File: src/rtl/cmd_sched.sv
// cmd_sched: arbitrates queued UART commands and tour moves onto a single cmd_proc
// handshake, with tour/UART fairness and a response watchdog.
module cmd_sched #(
  parameter int unsigned DEPTH   = 4,
  parameter logic [23:0] TMO_CYC = 24'd5_000_000,
  parameter int unsigned FAIR_N  = 4
) (
  input  logic        clk,
  input  logic        rst,
  input  logic [15:0] uart_cmd,
  input  logic        uart_cmd_rdy,
  output logic        uart_clr,
  input  logic [15:0] tour_cmd,
  input  logic        tour_vld,
  input  logic        tour_last,
  output logic        tour_ack,
  output logic [15:0] cmd,
  output logic        cmd_rdy,
  input  logic        clr_cmd_rdy,
  input  logic        send_resp,
  output logic [7:0]  resp,
  output logic        resp_vld,
  output logic        tmo_err,
  output logic        busy
);

  localparam int unsigned CMD_W  = 16;
  localparam int unsigned PTR_W  = $clog2(DEPTH);
  localparam int unsigned CNT_W  = PTR_W + 1;
  localparam int unsigned FAIR_W = $clog2(FAIR_N + 1);
  localparam int unsigned TMO_W  = 24;

  typedef enum logic [1:0] {IDLE, ISSUE, EXEC, RESP} state_t;

  state_t            state_q, state_d;
  logic [CMD_W-1:0]  mem [DEPTH];
  logic [PTR_W-1:0]  wr_ptr_q, rd_ptr_q;
  logic [CNT_W-1:0]  count_q;
  logic [FAIR_W-1:0] fair_q, fair_d;
  logic [TMO_W-1:0]  wd_q, wd_d;
  logic              src_tour_q, src_tour_d;
  logic              last_q, last_d;
  logic [CMD_W-1:0]  cmd_d;
  logic              cmd_rdy_d, tour_ack_d, resp_vld_d, tmo_err_d;
  logic [7:0]        resp_d;
  logic              fifo_empty_c, fifo_full_c, push_c, pop_c;

  assign fifo_empty_c = (count_q == '0);
  assign fifo_full_c  = (count_q == CNT_W'(DEPTH));
  // The previous capture's uart_clr is still visible, so the same entry is never taken twice.
  assign push_c       = uart_cmd_rdy && !fifo_full_c && !uart_clr;

  // Next-state, arbitration and output decode.
  always_comb begin
    state_d    = state_q;
    fair_d     = fair_q;
    wd_d       = wd_q;
    src_tour_d = src_tour_q;
    last_d     = last_q;
    cmd_d      = cmd;
    cmd_rdy_d  = cmd_rdy;
    tour_ack_d = 1'b0;
    resp_d     = resp;
    resp_vld_d = 1'b0;
    tmo_err_d  = tmo_err;
    pop_c      = 1'b0;
    case (state_q)
      IDLE: begin
        if (fifo_empty_c) fair_d = '0;
        if (tour_vld && (fifo_empty_c || fair_q < FAIR_W'(FAIR_N))) begin
          state_d    = ISSUE;
          cmd_d      = tour_cmd;
          cmd_rdy_d  = 1'b1;
          src_tour_d = 1'b1;
          last_d     = tour_last;
          if (!fifo_empty_c) fair_d = fair_q + FAIR_W'(1);
        end else if (!fifo_empty_c) begin
          state_d    = ISSUE;
          cmd_d      = mem[rd_ptr_q];
          cmd_rdy_d  = 1'b1;
          src_tour_d = 1'b0;
          last_d     = 1'b0;
          pop_c      = 1'b1;
          fair_d     = '0;
        end
      end
      ISSUE: begin
        if (clr_cmd_rdy) begin
          state_d    = EXEC;
          cmd_rdy_d  = 1'b0;
          tour_ack_d = src_tour_q;
          wd_d       = '0;
        end
      end
      EXEC: begin
        // A response arriving on the timeout cycle still wins.
        if (send_resp) begin
          state_d    = RESP;
          resp_vld_d = 1'b1;
          resp_d     = (!src_tour_q || last_q) ? 8'hA5 : 8'h5A;
        end else if (wd_q == TMO_CYC - 24'd1) begin
          state_d   = IDLE;
          tmo_err_d = 1'b1;
        end else begin
          wd_d = wd_q + TMO_W'(1);
        end
      end
      RESP:    state_d = IDLE;
      default: state_d = IDLE;
    endcase
  end

  // FIFO storage needs no reset; occupancy is tracked by count_q.
  always_ff @(posedge clk) begin
    if (push_c) mem[wr_ptr_q] <= uart_cmd;
  end

  always_ff @(posedge clk) begin
    if (rst) begin
      state_q    <= IDLE;
      wr_ptr_q   <= '0;
      rd_ptr_q   <= '0;
      count_q    <= '0;
      fair_q     <= '0;
      wd_q       <= '0;
      src_tour_q <= 1'b0;
      last_q     <= 1'b0;
      cmd        <= 16'h0000;
      cmd_rdy    <= 1'b0;
      uart_clr   <= 1'b0;
      tour_ack   <= 1'b0;
      resp       <= 8'h00;
      resp_vld   <= 1'b0;
      tmo_err    <= 1'b0;
      busy       <= 1'b0;
    end else begin
      state_q    <= state_d;
      fair_q     <= fair_d;
      wd_q       <= wd_d;
      src_tour_q <= src_tour_d;
      last_q     <= last_d;
      cmd        <= cmd_d;
      cmd_rdy    <= cmd_rdy_d;
      uart_clr   <= push_c;
      tour_ack   <= tour_ack_d;
      resp       <= resp_d;
      resp_vld   <= resp_vld_d;
      tmo_err    <= tmo_err_d;
      busy       <= (state_d != IDLE);
      if (push_c) wr_ptr_q <= wr_ptr_q + PTR_W'(1);
      if (pop_c)  rd_ptr_q <= rd_ptr_q + PTR_W'(1);
      case ({push_c, pop_c})
        2'b10:   count_q <= count_q + CNT_W'(1);
        2'b01:   count_q <= count_q - CNT_W'(1);
        default: count_q <= count_q;
      endcase
    end
  end

endmodule

File: config.mk
export PLATFORM = sky130hd
export DESIGN_NAME = cmd_sched
export DESIGN_NICKNAME = d
export VERILOG_FILES = /design/src/rtl/cmd_sched.sv
export SDC_FILE = /design/constraint.sdc
export NUM_CORES = 1
export LEC_CHECK = 0
export CORE_MARGIN = 5
export CORE_UTILIZATION = 50
export DETAILED_ROUTE_END_ITERATION = 12
export GPL_ROUTABILITY_DRIVEN = 0
export GPL_TIMING_DRIVEN = 0
export HOLD_SLACK_MARGIN = 0.1
export PLACE_DENSITY = 0.84
export SETUP_SLACK_MARGIN = 0.5
export SYNTH_ARGS = -nofsm -noshare
export SYNTH_HDL_FRONTEND = slang
export SYNTH_SLANG_ARGS = --single-unit
File: constraint.sdc
create_clock -name clk -period 2.2 [get_ports clk]
set_input_delay 0.33 -clock clk [delete_from_list [all_inputs] [get_ports clk]]
set_output_delay 0.33 -clock clk [all_outputs]
set_load 0.02 [all_outputs]
==> flow_summary.yaml, run 1 <==
yosys:
  synthDistinctLibCells: 54
  yosys_warnings: 0
  synth-edff-count: 64
  netlist_instances: 426
  synth_flop_cell: "edfxtp_1"
  ys_async_sr_fraction: 0
  synth_area_mm2: 0.005365
  postSynthAreaPerCell_um2: 12.59
  syn_nets: 473
  synth_seq_area_share: 0.5970
  ys_seq_elements: 128
finish:
  drive_gt1_frac: 0.2947
  fillerInstances: 695
  layout_common_cells: "64 x edfxtp_1, 50 x nor2_1, 46 x dfxtp_1, 37 x clkdlybuf4s50_1, 24 x dlygate4sd2_1"
  utilization: 0.7019
  nets: 577
  antenna_cells: 0
  final_common_cell: "edfxtp_1"
  area_delta_synth_final_pct: 36.26
timing:
  tightest_slew_ns: 0.6312
  rsz0062_at_grt: "yes"
  tns_ns: 0
  setup_ws_ns: 0.1325
  hold_ws_ns: 0.3094
  drv_slew: 0
  finalCritPeriodShare: 0.9398
  period_needed_ns: 2.067
  max_freq_mhz: 483.7
  max_slew_margin: 0.5792
  finalSetupViolCount: 0
  hold_violations: 0
  clock_skew_ns: 0.009869
global_routing:
  grt_pass1_vias: 4076
  grt_overflow: 0
  grt_usage: 0.2128
  antenna_found_initial: 0
  grt_first_pass_wirelength_um: 20980
  grt_max_degree: 17
pwr:
  power.internal_w: 0.005639
  max-vdd-ir-drop_mv: 0.6709
  switching_share: 0.3029
  power_switching_w: 0.002450
  power_frac_comb: 0.260
  power_frac_clock: 0.366
  p_leak_nw: 2.630
  powerDensity_mw_per_mm2: 1106
  seq_power_share: 0.374
cts:
  cts_tree: "built"
  numCtsBuffers: 17
  ctsHoldBuffers: 0
  clk_pin_slew_worst_paths_ns: 0.06
  clock_sinks: 128
  clkLatencyLatePin_ns: 0.54
  cts-root-buf: "clkbuf_8"
  ctsHtreeMaxLevel: 4
  cts_buffer_depth: 2
place:
  dpl.hpwl_um: 8446
  dp_slack_ns: -0.3512
  numPortBuffers: 67
routing:
  drt_iter0_drc: 209
  postRouteWirelength_um: 14050
  vias: 4024
  drtAntennaViolNets: 0
  via_per_inst: 5.926
  dr.pass1.iters: 5
  wire_per_inst_um: 20.70
  drcViolationCount: 0
floorplanning:
  die_w_um: 113.6
  die_area_mm2: 0.01290
  rows: 37
  die_height_um: 113.6
  core_area_mm2: 0.01042
  io_pins: 69
  start_util: 0.5151
worst_setup_path:
  end_kind: "flip-flop"
  r2r_cells: 8
  cp-start-kind: "primary input"
  worstSetupPathType: "in -> reg"
  crit_fanout: 4
  arrival_ns: 2.53
  worst_ep_required_time_ns: 2.66
outcome:
  status: "completed"
hold_path:
  hold_path.class: "in -> reg"
  holdPathStages: 3
run:
  cap_violations: 0
## registers in the layout, indices dropped and copies added (netlist names), named ones only
signal,cells
cmd_rdy,1
count_q,3
tour_ack,1
rd_ptr_q,2
cmd,16
wd_q,24
src_tour_q,1
resp_vld,1
uart_clr,1
mem,64
tmo_err,1
last_q,1
resp,2
fair_q,3
busy,1
wr_ptr_q,2
state_q,2
## cells by family (layout without fill, tap and decap cells)
family	count (synthesis)	in the layout	synth area share
and+or+nand+nor	139	139	0.1432
DFF	128	128	0.5970
AOI/OAI and AO/OA	65	65	0.07860
buffers and inverters	37	154	0.03615
muxes	33	33	0.09888
xor gates and xnor gates	16	16	0.02612
adders and majority gates	8	8	0.02006
## worst max-delay path: stages
cell	delay [ns]
clkdlybuf4s50_1	0.49
nor2b_1	0.24
nor3_4	0.26
ha_2	0.23
inv_2	0.04
fa_2	0.32
xor2_1	0.16
or3_1	0.34
a21oi_2	0.12
## cell usage after synthesis, drive strengths merged, types with 5 or more instances
cell | count | area, um2
buf | 15 | 108.8
xnor2 | 11 | 96.34
clkbuf | 12 | 47.55
edfxtp | 64 | 1922
mux4 | 16 | 360.4
a21oi | 22 | 110.1
or3 | 8 | 50.05
dfxtp | 64 | 1281
or4 | 5 | 37.54
nor2 | 51 | 193.9
nor4 | 8 | 50.05
nand4 | 8 | 65.06
mux2i | 17 | 170.2
o21ai | 10 | 50.05
o31ai | 5 | 37.54
inv | 10 | 37.54
a211oi | 16 | 120.1
ha | 7 | 87.58
nand2 | 13 | 48.80
xor2 | 5 | 43.79
nand3 | 9 | 45.04
nor3 | 7 | 35.03
## final timing paths
check / startpoint / to / slack, ns
hold / removal: rst / wd_q[0] / 0.31
setup / recovery: tour_vld / count_q[2] / 0.13
setup reg to reg: state_q[0] / count_q[2] / 0.14
hold reg to reg: fair_q[0] / fair_q[0] / 0.48
## metrics by stage
step	total power, W	area [um2]	std cells
floorplan	0.004236	5404	426
global placement	0.004872	6245	629
detailed placement	0.004945	6245	629
CTS	0.007943	7034	674
global route	0.008409	7311	679
finish	0.008088	7311	679
## layout make-up
class	count	area [um2]	area share
Tap cell	136	170.2	0.02328
Multi-Input combinational cell	261	2232	0.3053
Inverter	10	37.54	0.005134
Sequential cell	128	3241	0.4433
Clock buffer	18	417.9	0.05716
Clock inverter	14	203.9	0.02790
Buffer	27	205.2	0.02807
Timing Repair Buffer	85	803.3	0.1099
## layer usage
| layer | global-route usage | part of all wire | vias up |
|---|---|---|---|
| li1 | - | - | 1817 |
| met1 | 0.2381 | 0.37 | 2016 |
| met2 | 0.3824 | 0.55 | 157 |
| met3 | 0.05889 | 0.060 | 34 |
| met4 | 0.08413 | 0.025 | 0 |
| met5 | 0 | 0 | - |
## timing repair
| action | in CTS | in global routing |
|---|---|---|
| cloned | 1 | 0 |
| gates resized for setup | 75 | 73 |
| pin swaps | 15 | 23 |
| setup buffers | 12 | 5 |
| endpoints found under the setup margin | 126 | 90 |
## power by group through the flow
stage | sequential [W] | clock, W | combinational [W]
4_1_cts | 0.00301 | 0.00298 | 0.00195
6_report | 0.00302 | 0.00296 | 0.00210
3_3_place_gp | 0.00305 | 0 | 0.00182
2_1_floorplan | 0.00319 | 0 | 0.00104
3_5_place_dp | 0.00307 | 0 | 0.00188
5_1_grt | 0.00305 | 0.00309 | 0.00227
Power figures use the tool's default switching activity.
==> inputs of run 2 (changes only) <==
RECOVER_POWER = 50   (was unset)
==> flow_summary.yaml, run 2 (synthesized netlist as in run 1, its figures left out) <==
outcome:
  status: "completed"
timing:
  rsz0062_at_grt: "yes"
  tns_ns: 0
  finalSetupViolCount: 0
  hold_violations: 0
  max_freq_mhz: 479.9
  period_needed_ns: 2.084
  max_slew_margin: 0.5872
  clock_skew_ns: 0.009971
  setup_ws_ns: 0.1164
  finalCritPeriodShare: 0.9471
  drv_slew: 0
  tightest_slew_ns: 0.6191
finish:
  multiInputGateArea_mm2: 0.002190
  nets: 577
  reg.largest.list: "mem x64, wd_q x24, cmd x16"
  layout_common_cells: "64 x edfxtp_1, 50 x nor2_1, 48 x dfxtp_1, 24 x dlygate4sd2_1, 21 x clkdlybuf4s50_1"
  largest_reg_flops: 64
  final_common_cell: "edfxtp_1"
  antenna_cells: 0
  area_delta_synth_final_pct: 34.79
  regArea_mm2: 0.003238
  drive_gt1_frac: 0.2707
  fillerInstances: 714
  largest-register: "mem"
  final_cells: 679
floorplanning:
  io_pins: 69
  die_height_um: 113.6
  die_w_um: 113.6
  start_util: 0.5151
  die_area_mm2: 0.01290
  rows: 37
  core_area_mm2: 0.01042
global_routing:
  grt_pass1_vias: 4076
  globalRouteMet1Util: 0.2381
  grt_use_met3: 0.05889
  antenna_found_initial: 0
  grt_first_pass_wirelength_um: 20980
  grt-busiest-layer: "met2"
  grt_max_degree: 17
  grt_usage: 0.2128
  use_met2: 0.3824
  grt_overflow: 0
hold_path:
  hold_end: "wd_q[0]"
  hold_path.class: "in -> reg"
  holdPathStages: 3
  hp-start: "rst"
routing:
  vias: 3998
  drt_iter0_drc: 264
  drtAntennaViolNets: 0
  postRouteWirelength_um: 14010
  dr.pass1.iters: 5
  drcViolationCount: 0
  wire_per_inst_um: 20.64
  via_per_inst: 5.888
worst_setup_path:
  crit_fanout: 2
  path_cells: "or2_0, nor3_4, ha_2, inv_2, fa_2, xor2_1, or3_1, a21oi_2"
  critPathBufInv: 1
  cp-start-kind: "flip-flop"
  arrival_ns: 2.55
  r2r_end: "count_q[2]"
  slowest_delay_ns: 0.34
  end_kind: "flip-flop"
  r2r_start: "state_q[0]"
  rrSetupSlack_ns: 0.12
  crit_start: "state_q[0]"
  crit_slowest_cell: "dfxtp_4"
  worstSetupPathType: "reg -> reg"
  r2r_cells: 8
  critPathTopFamily: "simple AND/OR/NAND/NOR gates"
  worst_ep_required_time_ns: 2.66
place:
  dp.cells: 629
  dp_slack_ns: -0.3512
  numPortBuffers: 67
  dpl.hpwl_um: 8446
cts:
  cts-root-buf: "clkbuf_8"
  ctsHtreeMaxLevel: 4
  clkLatencyLatePin_ns: 0.54
  cts_buffer_depth: 2
  cts_tree: "built"
  clock_sinks: 128
  clk_pin_slew_worst_paths_ns: 0.06
  numCtsBuffers: 17
pwr:
  p_leak_nw: 2.596
  p_total_w: 0.008009
  powerDensity_mw_per_mm2: 1107
  max-vdd-ir-drop_mv: 0.6690
run:
  cap_violations: 0
==> run 2: worst register-to-register path, delay by kind of cell (launching register included) <==
kind	cells	cell delay, ns
flops	1	0.34
compound gates	1	0.12
xor+xnor	1	0.16
simple gates	3	0.81
buf+inv	1	0.04
fa+ha+maj	2	0.54
==> run 2: worst max-delay path by stage <==
stage,end,depth (start not counted),slack (ns)
after floorplan,count_q[2],8,0.26
after global placement,count_q[2],9,-0.27
after detailed placement,count_q[2],9,-0.35
after CTS,count_q[2],8,0.11
after global routing,count_q[2],8,0.07
final,count_q[2],8,0.12
==> run 2: power breakdown <==
part	internal, W	switching (W)	total (W)
combinational	0.000882	0.00115	0.00203
clock	0.00186	0.00111	0.00297
sequential	0.00283	0.000175	0.00301
==> run 2: cell type report <==
class | count | share of cell area
Tap cell | 136 | 0.02353
Inverter | 10 | 0.005190
Multi-Input combinational cell | 261 | 0.3028
Clock buffer | 18 | 0.05779
Buffer | 27 | 0.02785
Clock inverter | 14 | 0.02820
Timing Repair Buffer | 85 | 0.1069
Sequential cell | 128 | 0.4478
==> run 2: routing by layer <==
layer  routed length (um)  vias to the layer above
li1                     -                     1815
met1                 5091                     1962
met2                 7682                      180
met3                  843                       41
met4                  395                        0
met5                    0                        -
==> run 2: stage by stage <==
stage          instance area [um2]  utilization  hold slack (ns)
5_1_grt                       7232       0.6943           0.3331
6_report                      7232       0.6943           0.3099
2_1_floorplan                 5404            -           0.4289
3_3_place_gp                  6245       0.5995           0.4538
3_5_place_dp                  6245       0.5995           0.4683
4_1_cts                       7034       0.6753           0.2354
==> run 2: timing repair <==
| item | 4_1_cts | 5_1_grt |
|---|---|---|
| setup buffers | 12 | 5 |
| gates resized for setup | 75 | 73 |
| hold buffers | 0 | 0 |
| cloned | 1 | 0 |
| setup endpoints to repair | 126 | 90 |
| pin swaps | 15 | 23 |
==> inputs of run 3 (changes only) <==
ABC_AREA = 1   (was unset)
CORE_UTILIZATION = 51   (was 50)
PLACE_DENSITY = 0.85   (was 0.84)
==> flow_summary.yaml, run 3 <==
outcome:
  status: "completed"
worst_setup_path:
  crit_slowest_cell: "dfxtp_1"
  worstSetupPathType: "reg -> reg"
  critPathTopFamily: "buffers and inverters"
  worst_ep_required_time_ns: 2.32
  end_kind: "flip-flop"
  path_cells: "nor3_1, nor3b_2, clkinvlp_2, clkbuf_1, nor2_1, buf_12"
  slowest_delay_ns: 0.41
  arrival_ns: 2.06
  crit_fanout: 16
  critPathBufInv: 3
  cp-start-kind: "flip-flop"
timing:
  tightest_slew_ns: 0.6980
  hold_violations: 0
  max_freq_mhz: 516.9
  rsz0062_at_grt: "yes"
  clock_skew_ns: 0.008339
  finalCritPeriodShare: 0.8794
  finalSetupViolCount: 0
  hold_ws_ns: 0.3911
  period_needed_ns: 1.935
  drv_slew: 0
  max_slew_margin: 0.5347
pwr:
  powerDensity_mw_per_mm2: 1108
  power.internal_w: 0.005348
  power_frac_comb: 0.334
  switching_share: 0.3672
  p_leak_nw: 2.873
  power_switching_w: 0.003103
  power_frac_clock: 0.298
  max-vdd-ir-drop_mv: 0.7528
  seq_power_share: 0.368
yosys:
  synth_area_mm2: 0.005932
  yosysTopAreaCell: "edfxtp_1"
  ys_seq_elements: 128
  synthDistinctLibCells: 36
  synthTopCellsByArea: "edfxtp_1 32%, dfxtp_1 22%, nand2_1 9.7%"
  synth-edff-count: 64
  postSynthAreaPerCell_um2: 8.609
  synth_seq_area_share: 0.5400
  synth_most_common_cell: "nand2_1"
  synth_flop_cell: "edfxtp_1"
  yosys_warnings: 0
  ys_async_sr_fraction: 0
  syn_nets: 736
  netlist_instances: 689
  synth_common_cells: "153 x nand2_1, 117 x nor2_1, 64 x dfxtp_1, 64 x edfxtp_1, 51 x inv_1"
  synth_top_area_share: 0.3240
global_routing:
  grt_pass1_vias: 5324
  grt_first_pass_wirelength_um: 26480
  grt_overflow: 0
  grt_max_degree: 17
  grt_usage: 0.2407
  antenna_found_initial: 1
finish:
  drive_gt1_frac: 0.1615
  nets: 845
  fillerInstances: 808
  multiInputGateArea_mm2: 0.002437
  largest_reg_flops: 64
  regArea_mm2: 0.003214
  final_common_cell: "nand2_1"
  reg.largest.list: "mem x64, wd_q x24, cmd x16"
  utilization: 0.6679
  largest-register: "mem"
  area_delta_synth_final_pct: 28.56
  layout_common_cells: "152 x nand2_1, 110 x nor2_1, 64 x edfxtp_1, 57 x dfxtp_1, 48 x inv_1"
floorplanning:
  rows: 39
  core_area_mm2: 0.01142
  die_w_um: 117.9
  io_pins: 69
  die_height_um: 117.9
  die_area_mm2: 0.01389
  start_util: 0.5195
routing:
  drcViolationCount: 0
  vias: 5433
  wire_per_inst_um: 18.15
  postRouteWirelength_um: 17340
  via_per_inst: 5.689
  drtAntennaViolNets: 0
  drt_iter0_drc: 720
  dr.pass1.iters: 8
cts:
  clock_sinks: 128
  clkLatencyLatePin_ns: 0.42
  numCtsBuffers: 17
  clk_pin_slew_worst_paths_ns: 0.06
  cts-root-buf: "clkbuf_16"
  ctsHtreeMaxLevel: 4
  cts_buffer_depth: 2
  cts_tree: "built"
  ctsHoldBuffers: 0
run:
  cap_violations: 0
place:
  dpl.hpwl_um: 10800
  numPortBuffers: 67
hold_path:
  hold_path.class: "in -> reg"
[run 3: changes by cell type in the layout (fill, tap and decap cells not counted), sizes merged, moves of 16 or more]
| cell | before | now |
|---|---|---|
| a211oi | 16 | 0 |
| nand3 | 9 | 35 |
| inv | 15 | 60 |
| nor2 | 51 | 125 |
| a21oi | 22 | 38 |
| nand2 | 13 | 157 |
| o21ai | 10 | 48 |
| mux4 | 16 | 0 |
| mux2i | 17 | 0 |
[run 3: per-layer routing]
layer / vias to the layer above / track usage / share of wire / wire [um]
met5: - / 0 / 0 / 0
met3: 56 / 0.06487 / 0.11 / 1843
met4: 0 / 0.1068 / 0.031 / 529
met1: 2520 / 0.2791 / 0.37 / 6452
li1: 2502 / - / - / -
met2: 355 / 0.4155 / 0.49 / 8511
[run 3: area by class of cell]
type,count,share of cell area
sequential,128,0.4215
multi-input combinational,469,0.3196
timing repair buffer,90,0.1083
clock buffer,18,0.05759
inverter,60,0.03134
buffer,32,0.02625
tap,143,0.02346
clock inverter,14,0.01165
antenna,1,0.0003281
[run 3: timing repair]
item,4_1_cts,5_1_grt
endpoints found under the setup margin,130,45
pin swaps,9,8
gates resized for setup,49,28
setup buffers,15,8
[run 3: cells by family after synthesis]
kind of cell,share of synthesized area
simple gates,0.2320
flops,0.5400
compound gates,0.1196
buf+inv,0.06960
xor+xnor,0.02067
fa+ha+maj,0.01814
[run 3: path summary, 6_finish.rpt]
check | from | endpoint | slack [ns] | depth (start not counted)
setup / recovery | count_q[1] | mem[1][4] | 0.27 | 6
hold / removal | rst | wd_q[6] | 0.39 | 2
setup reg to reg | count_q[1] | mem[1][4] | 0.27 | 6
hold reg to reg | last_q | last_q | 0.47 | 2
[run 3: through the flow]
step	cell area, um2	setup WS [ns]	cells	setup TNS, ns	power, W
4_1_cts	7594	0.4478	946	0	0.008294
5_1_grt	7626	0.1798	955	0	0.008823
3_3_place_gp	6838	-0.2580	899	-14.14	0.005548
2_1_floorplan	5988	0.4814	689	0	0.004692
3_5_place_dp	6838	-0.2591	899	-15.93	0.005659
6_report	7626	0.2653	955	0	0.008451
[run 3: power by group through the flow]
stage | clock network [W] | logic (W) | registers [W]
floorplan | 0 | 0.00143 | 0.00326
global placement | 0 | 0.00245 | 0.00310
detailed placement | 0 | 0.00254 | 0.00312
CTS | 0.00250 | 0.00270 | 0.00310
global route | 0.00264 | 0.00304 | 0.00314
finish | 0.00252 | 0.00283 | 0.00311
